[config.mk]
export PLATFORM = sky130hd
export DESIGN_NAME = neural_argmax_decoder
export DESIGN_NICKNAME = d
export VERILOG_FILES = /design/src/rtl/neural_argmax_decoder.sv
export SDC_FILE = /design/constraint.sdc
export NUM_CORES = 1
export LEC_CHECK = 0
export CORE_MARGIN = 3
export CORE_UTILIZATION = 43
export CTS_CLUSTER_DIAMETER = 100
export CTS_CLUSTER_SIZE = 24
export DETAILED_ROUTE_END_ITERATION = 16
export DONT_BUFFER_PORTS = 1
export GPL_ROUTABILITY_DRIVEN = 0
export HOLD_SLACK_MARGIN = 0.12
export SETUP_SLACK_MARGIN = 0.3
export SYNTH_ARGS = -nofsm -noshare
export SYNTH_HDL_FRONTEND = slang
export SYNTH_SLANG_ARGS = --single-unit
[constraint.sdc]
create_clock -name clk -period 10.4 [get_ports clk]
set_clock_uncertainty 0.1 [all_clocks]
set_input_delay 3.12 -clock clk [delete_from_list [all_inputs] [get_ports clk]]
set_output_delay 3.12 -clock clk [all_outputs]
set_load 0.005 [all_outputs]
[src/rtl/neural_argmax_decoder.sv]
// Streaming argmax decoder: running signed maximum over NUM_CLASSES serial
// scores, thresholded at frame end and presented under a valid/ready handshake.
`timescale 1ns/1ps

module neural_argmax_decoder #(
  parameter int NUM_CLASSES = 10,
  parameter int DATA_W = 16,
  parameter logic signed [DATA_W-1:0] THRESH = 16'sh0400,
  localparam int unsigned IDX_W = $clog2(NUM_CLASSES + 1)
) (
  input  logic              clk,
  input  logic              n_rst,
  input  logic              clear,
  input  logic              in_valid,
  input  logic [DATA_W-1:0] in_data,
  output logic              in_ready,
  output logic              result_valid,
  input  logic              result_ready,
  output logic [IDX_W-1:0]  class_idx,
  output logic [DATA_W-1:0] best_score,
  output logic              no_match,
  output logic [7:0]        seven_seg
);

  typedef enum logic {ACCUM = 1'b0, RESULT = 1'b1} state_t;

  state_t                   state;
  logic [IDX_W-1:0]         cnt;
  logic [IDX_W-1:0]         best_idx;
  logic signed [DATA_W-1:0] best_val;

  logic signed [DATA_W-1:0] din;
  logic signed [DATA_W-1:0] nxt_val;
  logic [IDX_W-1:0]         nxt_idx;
  logic                     nxt_nm;
  logic [7:0]               nxt_seg;
  logic                     accept;
  logic                     last;

  // Segment pattern {dp,g,f,e,d,c,b,a} for a class index; dp is never lit.
  function automatic logic [7:0] seg_encode(input logic [IDX_W-1:0] idx);
    logic [7:0] seg;
    case (int'(idx))
      0:       seg = 8'h3F;
      1:       seg = 8'h06;
      2:       seg = 8'h5B;
      3:       seg = 8'h4F;
      4:       seg = 8'h66;
      5:       seg = 8'h6D;
      6:       seg = 8'h7D;
      7:       seg = 8'h07;
      8:       seg = 8'h7F;
      9:       seg = 8'h6F;
      10:      seg = 8'h77;
      11:      seg = 8'h7C;
      12:      seg = 8'h39;
      13:      seg = 8'h5E;
      14:      seg = 8'h79;
      default: seg = 8'h00;
    endcase
    return seg;
  endfunction

  assign din    = in_data;
  // clear suppresses the accept even though in_ready stays high
  assign accept = in_valid && (state == ACCUM) && !clear;
  assign last   = accept && (cnt == IDX_W'(NUM_CLASSES - 1));

  // Candidate max including the current sample; first sample loads unconditionally,
  // strict greater-than keeps the lower index on ties.
  always_comb begin
    nxt_val = best_val;
    nxt_idx = best_idx;
    if ((cnt == '0) || (din > best_val)) begin
      nxt_val = din;
      nxt_idx = cnt;
    end
    nxt_nm  = !(nxt_val > THRESH);
    nxt_seg = nxt_nm ? 8'h40 : seg_encode(nxt_idx);
  end

  // Frame FSM, running max and registered result outputs.
  always_ff @(posedge clk or negedge n_rst) begin
    if (!n_rst) begin
      state        <= ACCUM;
      cnt          <= '0;
      best_val     <= '0;
      best_idx     <= '0;
      in_ready     <= 1'b1;
      result_valid <= 1'b0;
      class_idx    <= IDX_W'(NUM_CLASSES);
      best_score   <= '0;
      no_match     <= 1'b1;
      seven_seg    <= 8'h00;
    end else if (clear) begin
      state        <= ACCUM;
      cnt          <= '0;
      best_val     <= '0;
      best_idx     <= '0;
      in_ready     <= 1'b1;
      result_valid <= 1'b0;
    end else begin
      case (state)
        ACCUM: begin
          if (accept) begin
            best_val <= nxt_val;
            best_idx <= nxt_idx;
            if (last) begin
              state        <= RESULT;
              cnt          <= '0;
              in_ready     <= 1'b0;
              result_valid <= 1'b1;
              class_idx    <= nxt_nm ? IDX_W'(NUM_CLASSES) : nxt_idx;
              best_score   <= nxt_val;
              no_match     <= nxt_nm;
              seven_seg    <= nxt_seg;
            end else begin
              cnt <= cnt + IDX_W'(1);
            end
          end
        end
        RESULT: begin
          if (result_ready) begin
            state        <= ACCUM;
            in_ready     <= 1'b1;
            result_valid <= 1'b0;
          end
        end
        default: begin
          state        <= ACCUM;
          in_ready     <= 1'b1;
          result_valid <= 1'b0;
        end
      endcase
    end
  end

endmodule

After elaboration in Yosys (flattened, before gate mapping):

Memory sizes are Yosys's and may differ from the RTL's.
Index checks and enable logic that the tools add are counted.

* bits in read-only memories: 112
* bits in latches: 0
* memory bits (writable): 0
* memories: 1
* word-level logic and storage cells: 61
* flip-flop bits (word level): 56
* bits of input ports: 21
* output and inout port bits: 31

* multiplexer cells: 29
* div/mod/pow operators: 0
* equal/unequal tests: 5
* multiply operators: 0
* bitwise logic cells: 2
* add/sub/neg operators: 1
* $lt $le $gt $ge: 2
* shift operators: 0
* reduce and logical (&&, ||, !) cells: 11

Memory list
* (name not given): words 16, bits a word 7, read ports 1, clocked after memory_dff 0, write ports 0, RTL line 43 `case (int'(idx))`

Operator list (count)
* two-way mux 16 bit: 4
* two-way mux 4 bit: 9
* greater-than comparator 16 x 12 -> 1 bit, second input constant: 1
* greater-than comparator 16 bit: 1
* two-way mux 1 bit: 12
* inequality test 3 bit, second input constant: 3
* two-way mux 8 bit: 1
* one-hot mux 1 bit (2 select lines): 3
* adder 4 x 1 -> 4 bit, second input constant: 1
* == test 4 bit, second input constant: 1
* logical NOT 4 bit: 1
* AND reduction 4 bit: 1
* logical AND 1 bit: 3
* AND reduction 3 bit: 1
* logical NOT 1 bit: 2
* inequality test 2 bit, second input constant: 1
* inverter 1 bit: 2
* AND reduction 2 bit: 1
* nonzero test 2 bit: 1
* logical OR 1 bit: 1

Logic depth before layout (Yosys ltp):

* depth in word-level cells: 8
* gate-level depth with buffers: 16
* gate-level depth less buffers: 14

Worst setup path after synthesis:

No wires, ideal clock.

* path kind: input -> register
* start: input in_data[13]
* end: register seven_seg[4]
* data arrival time: 6204 ps
* stages: 13
* library setup time: 121 ps
* buffers on the path: 2
* setup slack: 3975 ps
* data required time: 10179 ps
* path through: ha_1 a21oi_1 o21ai_1 a311o_1 o31ai_2 and3_1 buf_6 buf_6 mux2i_1 inv_1 ha_1 mux4_2 a22o_1

* word-level cells in the longest chain between the ends: 5
* elaborated cells between the ends (all ways): 7
* those cells by class: 2 x order compare; 3 x mux; 1 x reduce/logical; 1 x memory

RTL lines
* start: declaration: RTL line 15 `input logic [DATA_W-1:0] in_data,`
* greater-than comparator 16 bit: RTL line 74 `if ((cnt == '0) || (din > best_val)) begin`
* logical OR 1 bit: RTL line 74
* two-way mux 16 bit or two-way mux 4 bit (tied branches): RTL line 74
* greater-than comparator 16 x 12 -> 1 bit or memory (16 x 7 bit) (tied branches)
* two-way mux 8 bit *: RTL line 79 `nxt_seg = nxt_nm ? 8'h40 : seg_encode(nxt_idx);`
* end signal: assignment: RTL line 116 `seven_seg <= nxt_seg;`
* end: declaration: RTL line 22 `output logic [7:0] seven_seg`

Mark *: on every way between the ends. The rest lies on a longest branch, timed or not.
A chain may end at the register's enable or synchronous reset.

Worst setup path in the final report:

* start: input in_data[13]
* end: register seven_seg[0]

Same word-level chain as after synthesis.

==> flow_summary_export.csv <==
group,metric,value,unit
synthesis,synth-compound-area-share,0.1732,
sta,hold_violations,0,
power_and_ir_drop,clock_power_share,0.291,
power_and_ir_drop,p_comb_frac,0.184,
drt,drcViolationCount,0,
drt,routed-via-count,2607,
place,dpl_cell_area,3367,um^2
worst_hold_path,hold_depth,2,
drt,drt_pass1_iterations,5,
synthesis,synth_area_per_cell,9.006,um^2
synthesis,ys.flop_type,"dfrtp_1",
drt,drt.antenna.violating_nets,0,
synthesis,muxShareOfSynthArea,0.07116,
die,boundaryPins,52,
setup_path,cp_slowest_stage_delay,0.51,ns
cells_and_area,fin_util,0.4696,
clocking,hold_buffers,0,
power_and_ir_drop,seq_power_share,0.525,
global_routing,antenna_found_initial,0,
sta,timing.fmax,159.6,MHz
setup_path,reg2reg_from,"best_val[13]",
sta,tightest_slew,0.9172,ns
die,fp-row-count,31,
power_and_ir_drop,switching_share,0.3016,
setup_path,path_cells,"ha_1 > a21oi_1 > o21ai_1 > a311o_1 > o31ai_2 > and3_1 > mux2i_1 > inv_1 > ha_1 > inv_1 > nor4_1 > or3_1 > o31ai_1",
sta,slew_viol_final,0,
synthesis,synth_cell_types,56,
worst_hold_path,hold_class,"register to register",
cells_and_area,fillers,738,
synthesis,yosys.area_share.simple,0.1856,
global_routing,grt_overflow,0,
clocking,cts_buffers,5,
die,coreArea,7370,um^2
clocking,clock_sinks,55,
sta,setup_viol,0,
sta,max_slew_margin,0.3711,
drt,avgViaCountPerCell,5.667,
clocking,post_cts_resized,0,
drt,drt_iter0_markers,116,
worst_hold_path,min-delay-start,"class_idx[3]",
setup_path,crit_family,"compound AO/OA/AOI/OAI gates",
sta,period_share,0.6023,
clocking,clkLatencyLatePin,0.32,ns
clocking,clockBufferDepth,2,
setup_path,r2r-end,"seven_seg[0]",
setup_path,slowest_stage,"mux2i_1",
place,dp_cells,452,
clocking,cts_tree,"yes",
outcome,outcome,"completed",
worst_hold_path,holdPathEnd,"class_idx[3]",
global_routing,grt_use_total,0.1868,
synthesis,synth_fa_ha_area_frac,0.09413,
die,start_util,0.4509,
clocking,clk_pin_slew_worst_paths,0.10,ns
setup_path,cp-start-kind,"primary input",
power_and_ir_drop,powerDensity,124.3,nW/um^2
drt,wl,7882,um
synthesis,syn-cell-area,3323,um^2
setup_path,rrSetupSlack,6.48,ns
place,dp.final_hpwl,5868,um
global_routing,grt_max_degree,56,
global_routing,grt_pass1_wl,13050,um
setup_path,worstPathRequired,10.51,ns
power_and_ir_drop,max-vdd-ir-drop,0.07580,mV
synthesis,synth_edf_count,0,
global_routing,grt_pass1_vias,2534,
synthesis,yosys_warnings,0,
synthesis,synth_top_family_by_area,"simple AND/OR/NAND/NOR gates",
die,die_area,8819,um^2
synthesis,synth_seq_area_share,0.4157,
synthesis,ys_ff_latch,55,
synthesis,async_flop_share,1.000,
power_and_ir_drop,power_leakage,0.001467,uW
place,io_buffers,0,
die,fp.dieW,93.91,um
setup_path,crit_type,"primary input to register",
synthesis,syn_inst,369,
setup_path,path_buf_inv,2,
sta,fin_crit,6.264,ns
cells_and_area,fin_cells,460,
synthesis,synth-xor-area-share,0,
sta,setup_tns,0,ns
sta,rsz0062_at_grt,"no",
clocking,htreeDepth,2,
setup_path,worst-r2r-cell-count,14,
cells_and_area,final_cell_mix,"nand2_1, dfrtp_1, a21oi_1, ha_1, inv_1",
setup_path,cp_max_fo,6,
power_and_ir_drop,p_switching,129.7,uW
cells_and_area,final_area,3461,um^2
power_and_ir_drop,internal_power,300.4,uW
cells_and_area,syn_to_final_growth,4.142,%
drt,wire_per_inst,17.13,um
cells_and_area,nets,406,
cells_and_area,drive_gt1_frac,0.08587,
clocking,post_cts_buffers,0,
die,fp.dieH,93.91,um
cells_and_area,mostFrequentLayoutCell,"nand2_1",
setup_path,critPathCaptureType,"register",
flow_run,drv_cap,0,
power_and_ir_drop,totalPowerFinal,430.1,uW
clocking,cts.root.buffer_cell,"clkbuf_8",
synthesis,synth.net_count,415,
setup_path,crit_arrival,6.38,ns
cells_and_area,num_antenna_cells,0,
==> worst max path at each step <==
| stage | startpoint | to | slack [ns] | cells past startpoint |
|---|---|---|---|---|
| floorplan | in_data[13] | seven_seg[4] | 3.97 | 13 |
| CTS | in_data[13] | seven_seg[3] | 4.16 | 10 |
| global route | in_data[13] | seven_seg[0] | 3.84 | 13 |
| global placement | in_data[13] | seven_seg[3] | 3.93 | 10 |
| detailed placement | in_data[13] | seven_seg[3] | 3.82 | 10 |
| finish | in_data[13] | seven_seg[0] | 4.14 | 13 |
==> power groups by stage <==
| stage | clock network [uW] | registers (uW) | logic [uW] |
|---|---|---|---|
| after floorplan | 0 | 228 | 65.6 |
| after global placement | 0 | 230 | 76.3 |
| after detailed placement | 0 | 230 | 78.5 |
| after CTS | 131 | 226 | 78.8 |
| after global routing | 139 | 227 | 89.4 |
| final | 125 | 226 | 79.0 |
==> state kept, by name, summed over array words and instances (netlist names) <==
signal and cells:
best_val 16, best_idx 4, no_match 1, class_idx 4, best_score 16, state 1
seven_seg 7, in_ready 1, result_valid 1, cnt 4
==> through the flow <==
step	hold slack [ns]	setup slack (ns)
after floorplan	0.3666	3.975
after global placement	0.3819	3.928
after detailed placement	0.3859	3.824
after CTS	0.4014	4.165
after global routing	0.4508	3.838
final	0.3962	4.136
==> tightest hold or removal path, stage by stage, from the launching register on <==
cell     delay [ns]
dfstp_2        0.39
nand2_1        0.05
o21ai_0        0.06
==> metal layers <==
| layer | wire length [um] | up-vias | part of all wire | GRT usage |
|---|---|---|---|---|
| met5 | 0 | - | 0 | 0 |
| met4 | 48 | 0 | 0.0061 | 0.03851 |
| met3 | 598 | 5 | 0.076 | 0.04167 |
| met2 | 3368 | 69 | 0.43 | 0.2649 |
| met1 | 3866 | 1260 | 0.49 | 0.2890 |
| li1 | - | 1273 | - | - |
==> cell usage after synthesis, types with 2 or more instances <==
cell / n / share of area
a211oi_1: 3 / 0.0068
a21boi_0: 2 / 0.0045
a21oi_1: 37 / 0.056
a31oi_1: 3 / 0.0056
and2_1: 2 / 0.0038
and3_1: 2 / 0.0038
buf_2: 4 / 0.0060
buf_6: 3 / 0.010
clkbuf_1: 11 / 0.012
dfrtp_1: 51 / 0.38
dfstp_2: 4 / 0.032
ha_1: 25 / 0.094
inv_1: 24 / 0.027
mux2_2: 3 / 0.010
mux2i_1: 18 / 0.054
nand2_1: 68 / 0.077
nand2b_1: 4 / 0.0075
nand3_1: 8 / 0.012
nand4_1: 4 / 0.0075
nor2_1: 13 / 0.015
nor3_1: 9 / 0.014
nor4_1: 5 / 0.0094
o21ai_0: 22 / 0.033
o21bai_1: 2 / 0.0045
o31a_1: 3 / 0.0079
o31ai_1: 5 / 0.011
or3_1: 3 / 0.0056
or3_4: 2 / 0.0068
or4_1: 2 / 0.0045
==> cells by family after synthesis <==
kind of cell | Yosys count
AOI/OAI and AO/OA | 91
muxes | 22
and+or+nand+nor | 131
adders and majority gates | 25
buffers and inverters | 44
other | 1
DFF | 55
==> cell type report <==
type	instances	area, um^2	area share
multi-input cells	270	1745	0.5043
well taps	99	123.9	0.03579
clock inverters	3	25.02	0.007231
flip-flops and latches	55	1381	0.3991
repair buffers	3	22.52	0.006508
inverters	25	93.84	0.02711
clock buffers	5	68.82	0.01988
No activity file was read; power rests on OpenSTA's default activity.
